[config.mk]
export PLATFORM = sky130hd
export DESIGN_NAME = decode_issue_unit
export DESIGN_NICKNAME = d
export VERILOG_FILES = /design/src/rtl/decode_issue_unit.sv
export SDC_FILE = /design/constraint.sdc
export NUM_CORES = 1
export LEC_CHECK = 0
export ABC_AREA = 1
export CORE_MARGIN = 3
export CORE_UTILIZATION = 53
export DETAILED_ROUTE_END_ITERATION = 10
export GPL_ROUTABILITY_DRIVEN = 0
export GPL_TIMING_DRIVEN = 0
export PLACE_DENSITY = 0.88
export SYNTH_ARGS = -nofsm -noshare
export SYNTH_HDL_FRONTEND = slang
export SYNTH_SLANG_ARGS = --single-unit
[constraint.sdc]
create_clock -name clk -period 3.4 [get_ports clk]
set_input_delay 0.68 -clock clk [delete_from_list [all_inputs] [get_ports clk]]
set_output_delay 0.68 -clock clk [all_outputs]
set_load 0.05 [all_outputs]
[src/rtl/decode_issue_unit.sv]
// Fetch/decode/issue sequencer: requests one instruction at a time, decodes the
// 64-bit command word and holds it on a valid/ready handshake to the execution unit.
//
// state   | meaning
// IDLE    | waiting for start_i after reset
// REQ     | one-cycle fetch request
// WAIT    | waiting for fetch_done_i, bounded by TIMEOUT
// DECODE  | register fields, classify opcode
// ISSUE   | command presented until accepted
// HALTED  | HALT, illegal opcode or timeout; start_i resumes
module decode_issue_unit #(
  parameter int INSTR_WIDTH = 64,
  parameter int ADDR_WIDTH  = 24,
  parameter int CNT_WIDTH   = 16,
  parameter int TIMEOUT     = 64
) (
  input  logic                   clk,
  input  logic                   rst_n,
  input  logic                   start_i,
  output logic                   fetch_en_o,
  input  logic                   fetch_done_i,
  input  logic [INSTR_WIDTH-1:0] fetch_instr_i,
  output logic                   issue_valid_o,
  input  logic                   issue_ready_i,
  output logic [4:0]             opcode_o,
  output logic [4:0]             dest_o,
  output logic [9:0]             len_o,
  output logic [ADDR_WIDTH-1:0]  addr_o,
  output logic [4:0]             src_o,
  output logic                   busy_o,
  output logic                   halted_o,
  output logic                   illegal_o,
  output logic                   timeout_o,
  output logic [CNT_WIDTH-1:0]   retired_o
);

  localparam int TW = $clog2(TIMEOUT + 1);
  localparam logic [TW-1:0] TMO_LAST = TW'(TIMEOUT - 1);

  localparam logic [4:0] OP_NOP    = 5'h00;
  localparam logic [4:0] OP_LOAD_V = 5'h01;
  localparam logic [4:0] OP_RELU   = 5'h05;
  localparam logic [4:0] OP_HALT   = 5'h1F;

  typedef enum logic [2:0] {
    S_IDLE, S_REQ, S_WAIT, S_DECODE, S_ISSUE, S_HALTED
  } state_t;

  state_t                 state_q, state_d;
  logic [INSTR_WIDTH-1:0] instr_q;
  logic [TW-1:0]          tmo_cnt_q;
  logic [4:0]             instr_op;

  logic latch_instr, load_fields, retire;
  logic set_illegal, set_timeout, clr_sticky;
  logic tmo_clr, tmo_inc;

  // Bits below the source field are reserved in the command format.
  logic unused_bits;
  assign unused_bits = ^instr_q[14:0];

  assign instr_op = instr_q[63:59];
  assign busy_o   = (state_q != S_IDLE) && (state_q != S_HALTED);
  assign halted_o = (state_q == S_HALTED);

  always_ff @(posedge clk or negedge rst_n) begin
    if (!rst_n) state_q <= S_IDLE;
    else        state_q <= state_d;
  end

  always_comb begin
    state_d       = state_q;
    fetch_en_o    = 1'b0;
    issue_valid_o = 1'b0;
    latch_instr   = 1'b0;
    load_fields   = 1'b0;
    retire        = 1'b0;
    set_illegal   = 1'b0;
    set_timeout   = 1'b0;
    clr_sticky    = 1'b0;
    tmo_clr       = 1'b0;
    tmo_inc       = 1'b0;
    case (state_q)
      S_IDLE: begin
        if (start_i) state_d = S_REQ;
      end
      S_REQ: begin
        fetch_en_o = 1'b1;
        tmo_clr    = 1'b1;
        state_d    = S_WAIT;
      end
      S_WAIT: begin
        // A fetch completing on the last allowed cycle still wins over the timeout.
        if (fetch_done_i) begin
          latch_instr = 1'b1;
          state_d     = S_DECODE;
        end else if (tmo_cnt_q == TMO_LAST) begin
          set_timeout = 1'b1;
          state_d     = S_HALTED;
        end else begin
          tmo_inc = 1'b1;
        end
      end
      S_DECODE: begin
        load_fields = 1'b1;
        if (instr_op == OP_NOP) begin
          retire  = 1'b1;
          state_d = S_REQ;
        end else if (instr_op == OP_HALT) begin
          retire  = 1'b1;
          state_d = S_HALTED;
        end else if (instr_op >= OP_LOAD_V && instr_op <= OP_RELU) begin
          state_d = S_ISSUE;
        end else begin
          set_illegal = 1'b1;
          state_d     = S_HALTED;
        end
      end
      S_ISSUE: begin
        issue_valid_o = 1'b1;
        if (issue_ready_i) begin
          retire  = 1'b1;
          state_d = S_REQ;
        end
      end
      S_HALTED: begin
        if (start_i) begin
          clr_sticky = 1'b1;
          state_d    = S_REQ;
        end
      end
      default: state_d = S_IDLE;
    endcase
  end

  always_ff @(posedge clk or negedge rst_n) begin
    if (!rst_n) begin
      instr_q   <= '0;
      tmo_cnt_q <= '0;
      opcode_o  <= '0;
      dest_o    <= '0;
      len_o     <= '0;
      addr_o    <= '0;
      src_o     <= '0;
      illegal_o <= 1'b0;
      timeout_o <= 1'b0;
      retired_o <= '0;
    end else begin
      if (latch_instr) instr_q <= fetch_instr_i;
      if (tmo_clr)      tmo_cnt_q <= '0;
      else if (tmo_inc) tmo_cnt_q <= tmo_cnt_q + TW'(1);
      if (load_fields) begin
        opcode_o <= instr_q[63:59];
        dest_o   <= instr_q[58:54];
        len_o    <= instr_q[53:44];
        addr_o   <= instr_q[20 +: ADDR_WIDTH];
        src_o    <= instr_q[19:15];
      end
      if (clr_sticky) begin
        illegal_o <= 1'b0;
        timeout_o <= 1'b0;
      end else begin
        if (set_illegal) illegal_o <= 1'b1;
        if (set_timeout) timeout_o <= 1'b1;
      end
      if (retire) retired_o <= retired_o + CNT_WIDTH'(1);
    end
  end

endmodule

[Word-level counts from Yosys, hierarchy flattened]
Index checks and enable logic that the tools add are counted.
Operators by class
  magnitude comparators: 2
  eq/ne operators: 11
  reduce and logical (&&, ||, !) cells: 10
  muxes and demuxes: 35
  add/sub/neg operators: 2
Operators by type and width (count)
  $mux W1: 26
  $add A16 B1 Y16 const B: 1
  $mux W3: 5
  $pmux W3 S5: 1
  $mux W7: 2
  $add A7 B1 Y7 const B: 1
  $eq A7 B6 Y1 const B: 1
  $eq A3 B2 Y1 const B: 2
  $eq A3 B3 Y1 const B: 2
  $ne A3 B3 Y1 const B: 2
  $reduce_bool A2 Y1: 3
  $eq A5 B5 Y1 const B: 1
  $ge A5 B1 Y1 const B: 1
  $le A5 B3 Y1 const B: 1
  $logic_not A5 Y1: 1
  $eq A3 B1 Y1 const B: 1
  $logic_not A3 Y1: 1
  $reduce_and A3 Y1: 1
  $reduce_bool A3 Y1: 1
  $logic_and A1 B1 Y1: 2
  $ne A2 B1 Y1 const B: 1
  $ne A2 B2 Y1 const B: 1
  $pmux W1 S2: 1
  $reduce_or A2 Y1: 1
Storage, ports and cells
  register bits: 141
  input port bits: 69
  output and inout bits: 71
  logic and storage cells: 71

[Longest topological paths before layout]
Gate-level depths: netlist of run 1.
  depth after elaboration: 8
  depth in mapped cells: 9
  depth with buffers taken out: 9

[Least setup slack after synthesis of run 1]
OpenSTA, ideal clock, no wires.
  path kind: register to register
  start: reg retired_o[0]
  end: reg retired_o[10]
  clock period less this slack: 1.784 ns
  path buffers: 0
  library setup time: 0.119 ns
  path slack: 1.616 ns
  stages on the path, launching flop included: 9
  arrival time: 1.665 ns
  required time: 3.281 ns
  cell sequence: dfrtp_1 > ha_1 > nand2_1 > nor2_1 > nand2_1 > o21ai_0 > nand2_1 > nand2_1 > nand2_1
Between the ends
  word-level cells in the longest chain between the ends: 1
RTL lines
  start: declaration: RTL line 34  | output logic [CNT_WIDTH-1:0] retired_o
  start signal: assignment: RTL line 166  | if (retire) retired_o <= retired_o + CNT_WIDTH'(1);
  $add A16 B1 Y16: RTL line 166
No other way between the ends.
A chain may end at the register's enable or synchronous reset.

[Final worst setup path of run 1]
  start: reg state_q[2]
  end: out fetch_en_o
Between the ends
  word-level cells in the longest chain between the ends: 2
RTL lines
  start: declaration: RTL line 49  | state_t state_q, state_d;
  start signal: assignment: RTL line 68  | else state_q <= state_d;
  $eq A3 B1 Y1: RTL line 83  | case (state_q)
  $mux W1: RTL line 83
  end: declaration: RTL line 20  | output logic fetch_en_o,
No other way between the ends.

==> results of run 1 <==
logic make-up (layout without fill, tap and decap cells):
logic type | count (synthesis) | count (layout) | synth area share (%)
AOI/OAI and AO/OA | 36 | 36 | 3.288
xor gates and xnor gates | 10 | 10 | 1.598
adders and majority gates | 2 | 2 | 0.4565
buffers and inverters | 63 | 219 | 5.571
DFF | 126 | 126 | 57.53
and+or+nand+nor | 420 | 420 | 31.55
layout by cell type (no fill, tap or decap), types with 3 or more instances in the layout:
cell / n
clkdlybuf4s50_1: 123
dfrtp_1: 126
buf_4: 3
nand3_1: 68
clkinv_2: 3
nor2_1: 40
xor2_1: 7
buf_2: 16
o21ai_0: 5
nor3_1: 3
a21oi_1: 15
o21ai_1: 16
nand4_1: 6
clkbuf_8: 5
xnor2_1: 3
buf_6: 6
clkbuf_1: 7
inv_1: 34
nand2_1: 293
clkbuf_16: 16
nand2_4: 3
flip-flops by register name (all words and copies together) (netlist names):
name and flops:
timeout_o 1, retired_o 16, tmo_cnt_q 7, addr_o 24
opcode_o 5, src_o 5, illegal_o 1, instr_q 49
state_q 3, len_o 10, dest_o 5
critical path, cell delays in order, from the launching register on:
cell	delay [ns]
dfrtp_1	0.44
inv_1	0.15
nand3_1	0.22
inv_1	0.25
clkdlybuf4s50_1	0.85
power by group:
part	switching (W)	total, W	internal [W]
Clock	0.000617	0.00173	0.00111
Sequential	0.000353	0.00241	0.00206
Combinational	0.00197	0.00292	0.000951
Total	0.00294	0.00706	0.00412
synthesized netlist by cell type, drive strengths merged:
master and n:
xor2 7, o21ai 21, nand2 298, buf 24
dfrtp 126, a21oi 15, xnor2 3, nor2 43
nand3 68, or2 1, nand4 6, nor3 4
ha 2, clkbuf 3, inv 36
final cells by class:
cell class | count | area [sq um]
well taps | 133 | 166.4
multi-input cells | 468 | 2022
clock inverters | 6 | 82.58
repair buffers | 125 | 1270
flip-flops and latches | 126 | 3153
clock buffers | 25 | 484.2
plain buffers | 27 | 170.2
fillers | 722 | 2426
inverters | 36 | 135.1
routing by layer:
layer	vias to the layer above	global-route usage, %	part of all wire, %
met4	0	6.943	1.1
li1	2352	-	-
met1	2366	30.82	42
met3	18	7.918	6.9
met2	178	42.81	50
met5	-	0	0
worst paths after layout:
path / start / depth (start not counted) / to / slack [ns]
hold / removal: rst_n / 1 / addr_o[0] / 0.13
min in group clk: len_o[9] / 2 / len_o[9] / 0.47
setup reg to reg: retired_o[0] / 8 / retired_o[10] / 1.73
hold reg to reg: len_o[9] / 2 / len_o[9] / 0.47
setup / recovery: state_q[2] / 4 / fetch_en_o / 0.29
max in group asynchronous: rst_n / 2 / retired_o[15] / 2.56
stage by stage:
stage	area (sq um)	worst slack, ns	cells
floorplan	5480	1.616	657
CTS	7483	0.3009	946
global placement	6888	-3.086	914
finish	7483	0.2864	946
global route	7483	0.1947	946
detailed placement	6917	0.8838	915
==> metrics.md, run 1 <==
| Metric | Value |
|---|---|
| Status | finished clean |
| Cells after synthesis | 657 |
| Post-Route Skew | about 0.011 ns |
| Via Count | between 4k and 5k |
| Die span in y | between 100 and 150 um |
| Clock slew at reported path FFs | approximately 0.06 ns |
| Slew Viols, Final | 0 |
| CTS root buffer | clkbuf_8 |
| Skew-Pair Late Insertion Delay | 0.51 ns |
| Critical path capture point type | output port |
| Initial DRC count | slightly below 300 |
| Synth-to-layout area growth | 36.55% |
| Die area | ~12000 sq um |
| Post-Syn Area | 5480 sq um |
| Period minus WS final | roughly 3.1 ns |
| Initial antenna violation count | 0 |
| Die width | 107.7 um |
| Layout cell share with drive strength beyond 1 | ~8% |
| Setup TNS | 0 ns |
| Initial core utilization | 55.30% |
| First-pass GRT wire length | 22960 um |
| Antenna cells | 0 |
| Routed Antenna Nets | 0 |
| Fin crit share | 91.58% |
| I/O pin total | between 100 and 150 |
| Syn_nets | between 700 and 800 |
| Number of port buffers | around 120 |
| Synthesis warning total | 0 |
| HPWL Detailed | ~9500 um |
| Startpoint types | flop |
| Final setup fails | 0 |
| Fin nets | between 800 and 900 |
| Avg Cell Area, Syn | between 8 and 9 sq um |
| Count of state elements after synthesis | between 100 and 150 |
| FP Rows | 36 |
| Crit path max fanout | 6 |
| Htree depth | 4 |
| Post-CTS sizing | 0 |
| Residual DRC | 0 |
| GR Overflow Total | 0 |
| Max VDD drop | 0.5177 mV |
| Leakage | 3.810 nW |
| Max Cap Viol | 0 |
| Vias per Instance | a little over 5 |
| TritonCTS Sinks | 126 |
| CTS tree | done |
| Top cell type's share of synthesized area | 57.53% |
| Post-CTS Hold Buffers | 0 |
| Hold violation total from the final report | 0 |
| Synth cell types | 24 |
| TritonCTS buffer count | 17 |
| Hold_ws | 0.1322 ns |
| Cell taking the most area after synthesis | dfrtp_1 |
| Worst min-delay path class | in2async |
| Largest net degree at the start of global routing | between 60 and 70 |
| Crit path DAT | about 2.4 ns |
| Pwr dens | between 900 and 1000 nW/um^2 |
| Total power after layout | about 0.007 W |
| RSZ-0062 raised after global routing | false |
| F_max | ~0.32 GHz |
| Setup CP Type | reg2out |
| Final Util | 75.52% |
| Core area | roughly 10000 sq um |
| DR pass1 iterations | 5 |
| GRT Overall Usage | 25.12% |
| Register area share after synthesis | 57.53% |
| Slew HR | between 60% and 70% |
| Max Buffers Root-to-Sink | 2 |
| WP data required | roughly 2.7 ns |
| Largest cells by area after synthesis | dfrtp_1 (58%), nand2_1 (20%), nand3_1 (6.2%) |
| Wirelength per Cell | roughly 15 um |
| Post-CTS setup buffers | 0 |
| Final wirelength | ~14000 um |
| Vias in the first global route | 4783 |
| Worst slew pin tran | 0.5595 ns |
Power figures use the tool's default switching activity.
==> inputs of run 2 (changes only) <==
--- a/config.mk
+++ b/config.mk
@@ -7,11 +7,11 @@
 export LEC_CHECK = 0
 export ABC_AREA = 1
 export CORE_MARGIN = 3
-export CORE_UTILIZATION = 53
+export CORE_UTILIZATION = 35
 export DETAILED_ROUTE_END_ITERATION = 10
 export GPL_ROUTABILITY_DRIVEN = 0
 export GPL_TIMING_DRIVEN = 0
-export PLACE_DENSITY = 0.88
+export PLACE_DENSITY = 0.62
 export SYNTH_ARGS = -nofsm -noshare
 export SYNTH_HDL_FRONTEND = slang
 export SYNTH_SLANG_ARGS = --single-unit
==> metrics.md, run 2 (synthesis gave the netlist of run 1 again) <==
| Metric | Value |
|---|---|
| Number of port buffers | 124 (unchanged) |
| Crit path max fanout | 6 (unchanged) |
| Final wirelength | 13930 um (was 13730 um) |
| Die width | 131.1 um (was 107.7 um) |
| First-pass GRT wire length | 23310 um (was 22960 um) |
| Hold_ws | 0.1947 ns (was 0.1322 ns) |
| Vias per Instance | 4.587 (was 5.195) |
| Vias in the first global route | 4726 (was 4783) |
| CTS tree | done (unchanged) |
| Period minus WS final | 2.939 ns (was 3.114 ns) |
| Post-CTS sizing | 0 (unchanged) |
| I/O pin total | 140 (unchanged) |
| CP cell instances | inv_1, nand3_1, inv_1, clkdlybuf4s50_1 (unchanged) |
| Residual DRC | 0 (unchanged) |
| Total power after layout | 0.007059 W (was 0.007063 W) |
| R2R Setup Slk | 1.73 ns (about the same) |
| Crit path DAT | 2.26 ns (was 2.43 ns) |
| Initial core utilization | 35.92% (was 55.30%) |
| Layout cell share with drive strength beyond 1 | 8.354% (was 7.995%) |
| Synth-to-layout area growth | 38.47% (was 36.55%) |
| Pwr dens | 930.2 nW/um^2 (was 943.8 nW/um^2) |
| GR Overflow Total | 0 (unchanged) |
| Top flop regs | instr_q: 49 flops, addr_o: 24 flops, retired_o: 16 flops (unchanged) |
| Fin crit share | 86.44% (was 91.58%) |
| Critical Path Most Common Cell | inv_1 (unchanged) |
| Fin cells | 1025 (was 946) |
| F_max | 0.3403 GHz (was 0.3212 GHz) |
| RSZ-0062 raised after global routing | false (unchanged) |
| Max VDD drop | 0.6178 mV (was 0.5177 mV) |
| Reg-to-Reg Start | retired_o[0] (unchanged) |
| Wirelength per Cell | 13.59 um (was 14.52 um) |
| Die span in y | 131.1 um (was 107.7 um) |
| Pre-CTS WS | 0.8894 ns (was 0.8838 ns) |
| Hold violation total from the final report | 0 (unchanged) |
| Die area | 17200 sq um (was 11600 sq um) |
| Post-CTS Hold Buffers | 0 (unchanged) |
| Clock slew at reported path FFs | 0.05 ns (was 0.06 ns) |
| Initial DRC count | 302 (was 297) |
| Worst slew pin tran | 0.5322 ns (was 0.5595 ns) |
| Leakage | 3.806 nW (was 3.810 nW) |
| Max Buffers Root-to-Sink | 2 (unchanged) |
| TritonCTS buffer count | 17 (unchanged) |
| Core area | 15260 sq um (was 9910 sq um) |
| DR pass1 iterations | 4 (was 5) |
| WP data required | 2.72 ns (about the same) |
| Initial antenna violation count | 0 (unchanged) |
| Fillers | 1485 (was 722) |
| TritonCTS Sinks | 126 (unchanged) |
| Status | finished clean (unchanged) |
| Post-Route Skew | 0.005994 ns (was 0.01061 ns) |
| Skew-Pair Late Insertion Delay | 0.42 ns (was 0.51 ns) |
| Most frequent cells in the layout | nand2_1 (293), dfrtp_1 (126), clkdlybuf4s50_1 (123), nand3_1 (68), nor2_1 (40) (unchanged) |
| Max Cap Viol | 0 (unchanged) |
| Cell family with most CP delay | buffers and inverters (unchanged) |
| Dpl cells | 993 (was 915) |
| Setup CP Type | reg2out (unchanged) |
| Post-CTS setup buffers | 0 (unchanged) |
| CTS root buffer | clkbuf_16 (was clkbuf_8) |
| Fin nets | 872 (unchanged) |
| Largest net degree at the start of global routing | 78 (was 68) |
| Critical path depth | 4 (unchanged) |
| Routed Antenna Nets | 0 (unchanged) |
| Buf+Inv Stages, Crit Path | 3 (unchanged) |
| Worst Reg-to-Reg Cells | 8 (unchanged) |
| Slack of the critical path | 0.4612 ns (was 0.2864 ns) |
| Critical path capture point type | output port (unchanged) |
| Critical Path Sink | fetch_en_o (unchanged) |
| Commonest non-fill, non-tap cell in the layout | nand2_1 (unchanged) |
| R2r endpoint | retired_o[10] (unchanged) |
| Slew HR | 64.41% (was 62.70%) |
| Largest register FFs | 49 (unchanged) |
| Final setup fails | 0 (unchanged) |
| FP Rows | 45 (was 36) |
| Register with the most flip-flops | instr_q (unchanged) |
| Antenna cells | 0 (unchanged) |
| Htree depth | 4 (unchanged) |
| Max incr delay on CP | 0.84 ns (was 0.85 ns) |
| Via Count | 4702 (was 4914) |
| Startpoint types | flop (unchanged) |
| CP max-delay cell | clkdlybuf4s50_1 (unchanged) |
| GRT Overall Usage | 16.75% (was 25.12%) |
| CP startpoint | state_q[2] (unchanged) |
| Worst min-delay path class | in2async (unchanged) |
| HPWL Detailed | 10100 um (was 9492 um) |
| Slew Viols, Final | 0 (unchanged) |
## run 2: area by class of cell
type	instances	area, sq um	share of cell area (%)
Multi-Input combinational cell	468	2022	26.64
Tap cell	211	264.0	3.479
Clock inverter	13	141.4	1.863
Sequential cell	126	3153	41.55
Timing Repair Buffer	125	1270	16.74
Clock buffer	19	432.9	5.705
Buffer	27	170.2	2.242
Inverter	36	135.1	1.781
## run 2: per-layer routing
| metal | wire (um) | up-vias | share of wire, % | GRT usage, % |
|---|---|---|---|---|
| met3 | 775 | 11 | 5.6 | 5.168 |
| met5 | 0 | - | 0 | 0 |
| met2 | 6456 | 116 | 46 | 26.30 |
| met1 | 6495 | 2222 | 47 | 21.87 |
| li1 | - | 2353 | - | - |
| met4 | 200 | 0 | 1.4 | 6.359 |
## run 2: how the worst min path moves through the flow
stage / end / slack (ns) / depth (start not counted)
6_report: retired_o[12] / 0.19 / 1
2_1_floorplan: addr_o[0] / 0.38 / 0
3_3_place_gp: instr_q[56] / 0.45 / 2
4_1_cts: retired_o[12] / 0.20 / 1
5_1_grt: retired_o[14] / 0.23 / 1
3_5_place_dp: addr_o[10] / 0.46 / 2
## run 2: power by group
part	switching (W)	internal [W]
Clock	0.000682	0.00108
Combinational	0.00195	0.000950
Sequential	0.000338	0.00205
## run 2: per-stage QoR
stage               util, %  TNS (ns)  cell area [sq um]
global placement      45.78   -402.07               6985
CTS                   49.73         0               7589
global route          49.73         0               7589
finish                49.73         0               7589
floorplan                 -         0               5480
detailed placement    45.97         0               7014
## run 2: worst reg2reg max path: stages, from the launching register on
cell	delay [ns]
dfrtp_1	0.46
ha_1	0.22
nand2_1	0.10
nor2_1	0.26
nand2_1	0.16
o21ai_0	0.18
nand2_1	0.08
nand2_1	0.07
nand2_1	0.05
